===== config.mk =====
export PLATFORM = sky130hd
export DESIGN_NAME = uart_tx_arbiter
export DESIGN_NICKNAME = d
export VERILOG_FILES = /design/src/rtl/uart_pkg.sv /design/src/rtl/uart_rr_picker.sv /design/src/rtl/uart_tx_arbiter.sv
export SDC_FILE = /design/constraint.sdc
export NUM_CORES = 1
export LEC_CHECK = 0
export ABC_CLOCK_PERIOD_IN_PS = 2350
export CORE_ASPECT_RATIO = 2
export CORE_MARGIN = 2
export CORE_UTILIZATION = 48
export CTS_CLUSTER_SIZE = 20
export DETAILED_ROUTE_END_ITERATION = 8
export GPL_TIMING_DRIVEN = 0
export HOLD_SLACK_MARGIN = 0.02
export PLACE_DENSITY_LB_ADDON = 0.05
export RECOVER_POWER = 25
export SLEW_MARGIN = 20
export SYNTH_ARGS = -nofsm -noshare
export SYNTH_HDL_FRONTEND = slang
export SYNTH_SLANG_ARGS = --single-unit

===== constraint.sdc =====
create_clock -name clk -period 2.35 [get_ports clk]
set_input_delay 0.3525 -clock clk [delete_from_list [all_inputs] [get_ports clk]]
set_output_delay 0.3525 -clock clk [all_outputs]
set_load 0.02 [all_outputs]

===== src/rtl/uart_pkg.sv =====
// Shared state encoding and frame/watchdog sizing for the UART transmit arbiter.
package uart_pkg;

    typedef enum logic [1:0] {
        IDLE  = 2'd0,
        ISSUE = 2'd1,
        SEND  = 2'd2,
        WAIT  = 2'd3
    } arb_state_e;

    localparam int TIMEOUT_MULT = 2;

    // Clocks per frame: start + 8 data + parity + stop bits, truncated.
    function automatic int frame_clks(input longint clk_hz, input longint baud,
                                      input longint parity, input longint stop);
        return int'((10 + parity + stop - 1) * clk_hz / baud);
    endfunction

endpackage


===== src/rtl/uart_rr_picker.sv =====
// Combinational round-robin picker: lowest valid index at or after rr_ptr, wrapping.
module uart_rr_picker #(
    parameter int N_REQ = 4,
    parameter int PW    = $clog2(N_REQ)
) (
    input  logic [N_REQ-1:0] req_valid,
    input  logic [PW-1:0]    rr_ptr,
    output logic [N_REQ-1:0] winner,
    output logic             any
);

    always_comb begin
        winner = '0;
        // Scan farthest-to-nearest so the candidate closest to rr_ptr is written last.
        for (int k = N_REQ - 1; k >= 0; k--) begin
            if (req_valid[(int'(rr_ptr) + k) % N_REQ]) begin
                winner = '0;
                winner[(int'(rr_ptr) + k) % N_REQ] = 1'b1;
            end
        end
    end

    assign any = |req_valid;

endmodule


===== src/rtl/uart_tx_arbiter.sv =====
// Round-robin arbiter that shares one UART transmitter among N_REQ byte producers,
// holding the grant for a whole message and recovering via a watchdog.
module uart_tx_arbiter
    import uart_pkg::*;
#(
    parameter int N_REQ       = 4,
    parameter int CLK_FREQ_HZ = 33330000,
    parameter int BAUD_RATE   = 115200,
    parameter int PARITY      = 0,
    parameter int STOP        = 1
) (
    input  logic               clk,
    input  logic               rst_n,
    input  logic [N_REQ-1:0]   req_valid,
    input  logic [8*N_REQ-1:0] req_data,
    input  logic [N_REQ-1:0]   req_last,
    output logic [N_REQ-1:0]   req_ready,
    output logic [7:0]         tx_byte,
    output logic               send_byte,
    input  logic               byte_sent,
    output logic [N_REQ-1:0]   grant,
    output logic               busy,
    output logic               timeout_err
);

    localparam int FRAME_CLKS   = frame_clks(CLK_FREQ_HZ, BAUD_RATE, PARITY, STOP);
    localparam int TIMEOUT_CLKS = TIMEOUT_MULT * FRAME_CLKS;
    localparam int TW           = $clog2(TIMEOUT_CLKS + 1);
    localparam int PW           = $clog2(N_REQ);
    localparam logic [TW-1:0] TIMER_LAST = TW'(TIMEOUT_CLKS - 1);

    arb_state_e       state_q, state_d;
    logic [N_REQ-1:0] grant_q, grant_d;
    logic [PW-1:0]    rr_ptr_q, rr_ptr_d;
    logic [7:0]       tx_byte_q, tx_byte_d;
    logic             lock_last_q, lock_last_d;
    logic [TW-1:0]    timer_q, timer_d;
    logic             send_byte_q, timeout_err_q, timeout_err_d, busy_q;

    logic [N_REQ-1:0] winner;
    logic             any_valid;
    logic [7:0]       sel_data;
    logic             sel_last, sel_valid;
    logic [PW-1:0]    ptr_after;

    uart_rr_picker #(
        .N_REQ (N_REQ),
        .PW    (PW)
    ) u_picker (
        .req_valid (req_valid),
        .rr_ptr    (rr_ptr_q),
        .winner    (winner),
        .any       (any_valid)
    );

    // Owner's lane and the pointer position just past the owner.
    always_comb begin
        sel_data  = '0;
        sel_last  = 1'b0;
        sel_valid = 1'b0;
        ptr_after = '0;
        for (int i = 0; i < N_REQ; i++) begin
            if (grant_q[i]) begin
                sel_data  = req_data[8*i +: 8];
                sel_last  = req_last[i];
                sel_valid = req_valid[i];
                ptr_after = (i == N_REQ - 1) ? '0 : PW'(i + 1);
            end
        end
    end

    assign req_ready = (state_q == ISSUE) ? (grant_q & req_valid) : '0;

    always_comb begin
        // NOTE: every variable gets a default first so no path can infer a latch.
        state_d       = state_q;
        grant_d       = grant_q;
        rr_ptr_d      = rr_ptr_q;
        tx_byte_d     = tx_byte_q;
        lock_last_d   = lock_last_q;
        timer_d       = timer_q;
        timeout_err_d = 1'b0;

        unique case (state_q)
            IDLE: begin
                if (any_valid) begin
                    grant_d = winner;
                    state_d = ISSUE;
                end
            end
            ISSUE: begin
                if (sel_valid) begin
                    tx_byte_d   = sel_data;
                    lock_last_d = sel_last;
                    state_d     = SEND;
                end else begin
                    grant_d  = '0;
                    rr_ptr_d = ptr_after;
                    state_d  = IDLE;
                end
            end
            SEND: begin
                timer_d = '0;
                state_d = WAIT;
            end
            WAIT: begin
                timer_d = timer_q + 1'b1;
                // A completion on the expiry cycle takes priority over the watchdog.
                if (byte_sent) begin
                    if (lock_last_q) begin
                        grant_d  = '0;
                        rr_ptr_d = ptr_after;
                        state_d  = IDLE;
                    end else begin
                        state_d = ISSUE;
                    end
                end else if (timer_q == TIMER_LAST) begin
                    timeout_err_d = 1'b1;
                    grant_d       = '0;
                    rr_ptr_d      = ptr_after;
                    state_d       = IDLE;
                end
            end
            default: state_d = IDLE;
        endcase
    end

    // NOTE: state registers use non-blocking assignments so all flops update together.
    always_ff @(posedge clk or negedge rst_n) begin
        if (!rst_n) begin
            state_q       <= IDLE;
            grant_q       <= '0;
            rr_ptr_q      <= '0;
            tx_byte_q     <= '0;
            lock_last_q   <= 1'b0;
            timer_q       <= '0;
            send_byte_q   <= 1'b0;
            timeout_err_q <= 1'b0;
            busy_q        <= 1'b0;
        end else begin
            state_q       <= state_d;
            grant_q       <= grant_d;
            rr_ptr_q      <= rr_ptr_d;
            tx_byte_q     <= tx_byte_d;
            lock_last_q   <= lock_last_d;
            timer_q       <= timer_d;
            send_byte_q   <= (state_d == SEND);
            timeout_err_q <= timeout_err_d;
            busy_q        <= (state_d != IDLE);
        end
    end

    assign grant       = grant_q;
    assign tx_byte     = tx_byte_q;
    assign send_byte   = send_byte_q;
    assign timeout_err = timeout_err_q;
    assign busy        = busy_q;

endmodule


==> flow_summary_export.csv <==
group,metric,value,unit
logic_synthesis,ys_ff_latch,33,
logic_synthesis,synthCells,235,
drt,dr_total_vias,2009,
timing,hold_viol,0,
drt,via_per_inst,5.63,
floorplanning,dieArea,0.00498,sq mm
global_routing,grtUsageMet2,49.3,%
run_status,failed_checks,"capacitance limit, slew limit",
layout,multi_input_area,0.00122,sq mm
clock_tree,clk_pin_slew,70,ps
clock_tree,worstSkewPairLatency,290,ps
logic_synthesis,synth-edff-count,0,
clock_tree,h-tree-depth,2,
clock_tree,root_buffer,"clkbuf_8",
pwr,ir_drop,0.671,mV
layout,fin_util,67.4,%
logic_synthesis,yosys.area.top_type,"dfrtp_1",
layout,final_cell_mix,"60 x clkdlybuf4s50_1, 32 x dfrtp_1, 28 x nor2_1",
timing,period_share,95.7,%
global_routing,first_global_vias,2108,
timing,postLayoutSetupSlackWorst,101,ps
placed_design,io_buffers,61,
pwr,p_per_area,1080,mW/mm^2
worst_setup_path,worstSetupEndpointType,"output pin",
layout,n_antenna_cell,0,
layout,final_common_cell,"clkdlybuf4s50_1",
clock_tree,cts_buffer_depth,2,
floorplanning,start_util,49.2,%
floorplanning,die_h,97.8,um
flow_run,cap_violations,1,
clock_tree,ctsHoldBuffers,0,
logic_synthesis,synth_area_leaders,"dfrtp_1 39%, a21oi_1 6.4%, ha_1 5.3%, nor2_1 5.0%, mux2i_1 3.8%",
pwr,p_leak,1.21,nW
layout,regArea,827,sq um
clock_tree,cts_buffers,5,
logic_synthesis,syn_nets,287,
drt,drc,0,
layout,nFillCells,377,
global_routing,grt_max_degree,34,
logic_synthesis,ys_async_sr_fraction,100,%
timing,finalClockSkew,3.65,ps
timing,relSlewSlack,-11.9,%
pwr,internal-power,1.78,mW
floorplanning,rows,34,
logic_synthesis,synth_ff_type,"dfrtp_1",
drt,drt_pass1_iterations,4,
worst_setup_path,crit_fanout,10,
pwr,swShare,43.1,%
drt,routed_wirelength,5.77,mm
placed_design,dpl.cell_count,350,
placed_design,post-place-ws,-242,ps
drt,drtIter0Drc,35,
placed_design,place_area,0.00279,sq mm
clock_tree,clock-sinks,33,
worst_setup_path,arrival,1900,ps
global_routing,gr-usage-met1,26.3,%
global_routing,use_met3,3.67,%
timing,setup_viol,0,
timing,rsz0062_at_grt,"no",
logic_synthesis,synth_warnings,0,
layout,drive_gt1_share,8.58,%
layout,fin_cells,357,
timing,max_freq,445,MHz
timing,timing.final.max_slew_violations,34,
logic_synthesis,synth_area_per_cell,8.99,sq um
placed_design,dp_hpwl,4.69,mm
logic_synthesis,ys_seq_area_share,39.1,%
worst_setup_path,start_kind,"flop",
pwr,comb_power_share,57.1,%
pwr,clockPowerShare,13.3,%
drt,ant_nets,0,
drt,wl_per_cell,16.2,um
global_routing,grt-ovfl-total,0,
floorplanning,fp.dieW,50.9,um
floorplanning,ios,62,
clock_tree,tritoncts,"done",
global_routing,grt_first_pass_wirelength,9.69,mm
worst_hold_path,min_path_type,"primary input to asynchronous set/reset pin",
placed_design,place.gp.congestion,0.931,
layout,nets,354,
run_status,outcome,"finished, violations left",
logic_synthesis,synth_top_area_share,39.1,%
timing,min_period,2250,ps
worst_setup_path,path_class,"flop to output pin",
layout,final_cell_area,0.00290,sq mm
global_routing,gr-max-usage-layer,"met2",
logic_synthesis,synth_area,0.00211,sq mm
global_routing,grt_antenna_before_repair,0,
logic_synthesis,synth_cell_type_count,41,
pwr,seq_power_share,29.7,%
global_routing,gr-usage-all-layers,25.8,%
layout,synthToLayoutAreaGrowth,37.1,%
timing,tightest_slew,1680,ps
worst_setup_path,cp.required,2000,ps
floorplanning,coreArea,0.00430,sq mm
pwr,p_sw,1.35,mW
state kept, by name (all words and copies together) (netlist names):
register / cells
busy: 1
grant: 4
lock_last_q: 1
rr_ptr_q: 2
send_byte: 1
state_q: 2
timeout_err: 1
timer_q: 13
tx_byte: 8
critical path, cell delays in order, from the launching register on:
cell and delay [ps]:
dfrtp_1 500, clkbuf_2 310, and3_1 200, clkdlybuf4s50_1 600
what timing repair did:
action | 4_1_cts | 5_1_grt
resized for setup | 6 | 5
buffers inserted | 0 | 0
endpoints found under the setup margin | 5 | 14
kinds of logic (layout without fill, tap and decap cells):
| kind of cell | after synthesis | in the layout | synth area share [%] |
|---|---|---|---|
| fa+ha+maj | 9 | 9 | 5.33 |
| flops | 33 | 33 | 39.1 |
| xor+xnor | 7 | 7 | 2.90 |
| mux | 12 | 12 | 6.99 |
| compound gates | 60 | 60 | 19.3 |
| simple gates | 92 | 92 | 22.2 |
| buf+inv | 22 | 90 | 4.15 |
layout make-up:
cell class	instances	area share [%]
clock buffer	5	2.38
buffer	12	2.07
inverter	9	1.17
clock inverter	3	0.605
tap	54	2.33
multi-input combinational	180	42.0
sequential	33	28.6
timing repair buffer	61	20.9
final timing paths:
kind	start	endpoint	slack, ps	cells past startpoint
worst max-delay path	grant[1]$_DFFE_PN0P_	req_ready[1]	100	3
worst min-delay path	rst_n	busy$_DFF_PN0_	490	1
worst max register to register	rr_ptr_q[0]$_DFFE_PN0P_	grant[0]$_DFFE_PN0P_	120	7
worst min register to register	tx_byte[4]$_DFFE_PN0P_	tx_byte[4]$_DFFE_PN0P_	520	1
max in group asynchronous	rst_n	rr_ptr_q[0]$_DFFE_PN0P_	760	1
min in group clk	tx_byte[4]$_DFFE_PN0P_	tx_byte[4]$_DFFE_PN0P_	520	1
power by group through the flow:
stage / Combinational [mW] / Sequential, mW / Clock, mW
2_1_floorplan: 1.05 / 1.01 / 0
3_3_place_gp: 1.73 / 0.929 / 0
3_5_place_dp: 1.75 / 0.936 / 0
4_1_cts: 1.78 / 0.926 / 0.424
5_1_grt: 1.96 / 0.954 / 0.453
6_report: 1.78 / 0.927 / 0.414
layer usage:
| metal | routed length, um | vias up |
|---|---|---|
| met3 | 245 | 15 |
| met4 | 193 | 0 |
| met5 | 0 | - |
| met2 | 3330 | 63 |
| met1 | 2000 | 943 |
| li1 | - | 988 |
cells in the mapped netlist, types with 8 or more instances:
cell type / instances
a21oi_1: 27
mux2i_1: 8
ha_1: 9
inv_1: 9
dfrtp_1: 33
a221oi_1: 9
nand3_1: 8
nor2_1: 28
nor3_1: 11
nand2_1: 14
clkbuf_1: 9
nor2b_1: 11
stage by stage:
| stage | setup TNS, ps | hold slack [ps] | power [mW] |
|---|---|---|---|
| CTS | 0 | 132 | 3.13 |
| detailed placement | -2350 | 442 | 2.68 |
| global route | 0 | 542 | 3.37 |
| finish | 0 | 488 | 3.12 |
| floorplan | 0 | 56.9 | 2.06 |
| global placement | -1860 | 488 | 2.66 |
Note: power is estimated with default switching activity, not from simulation.
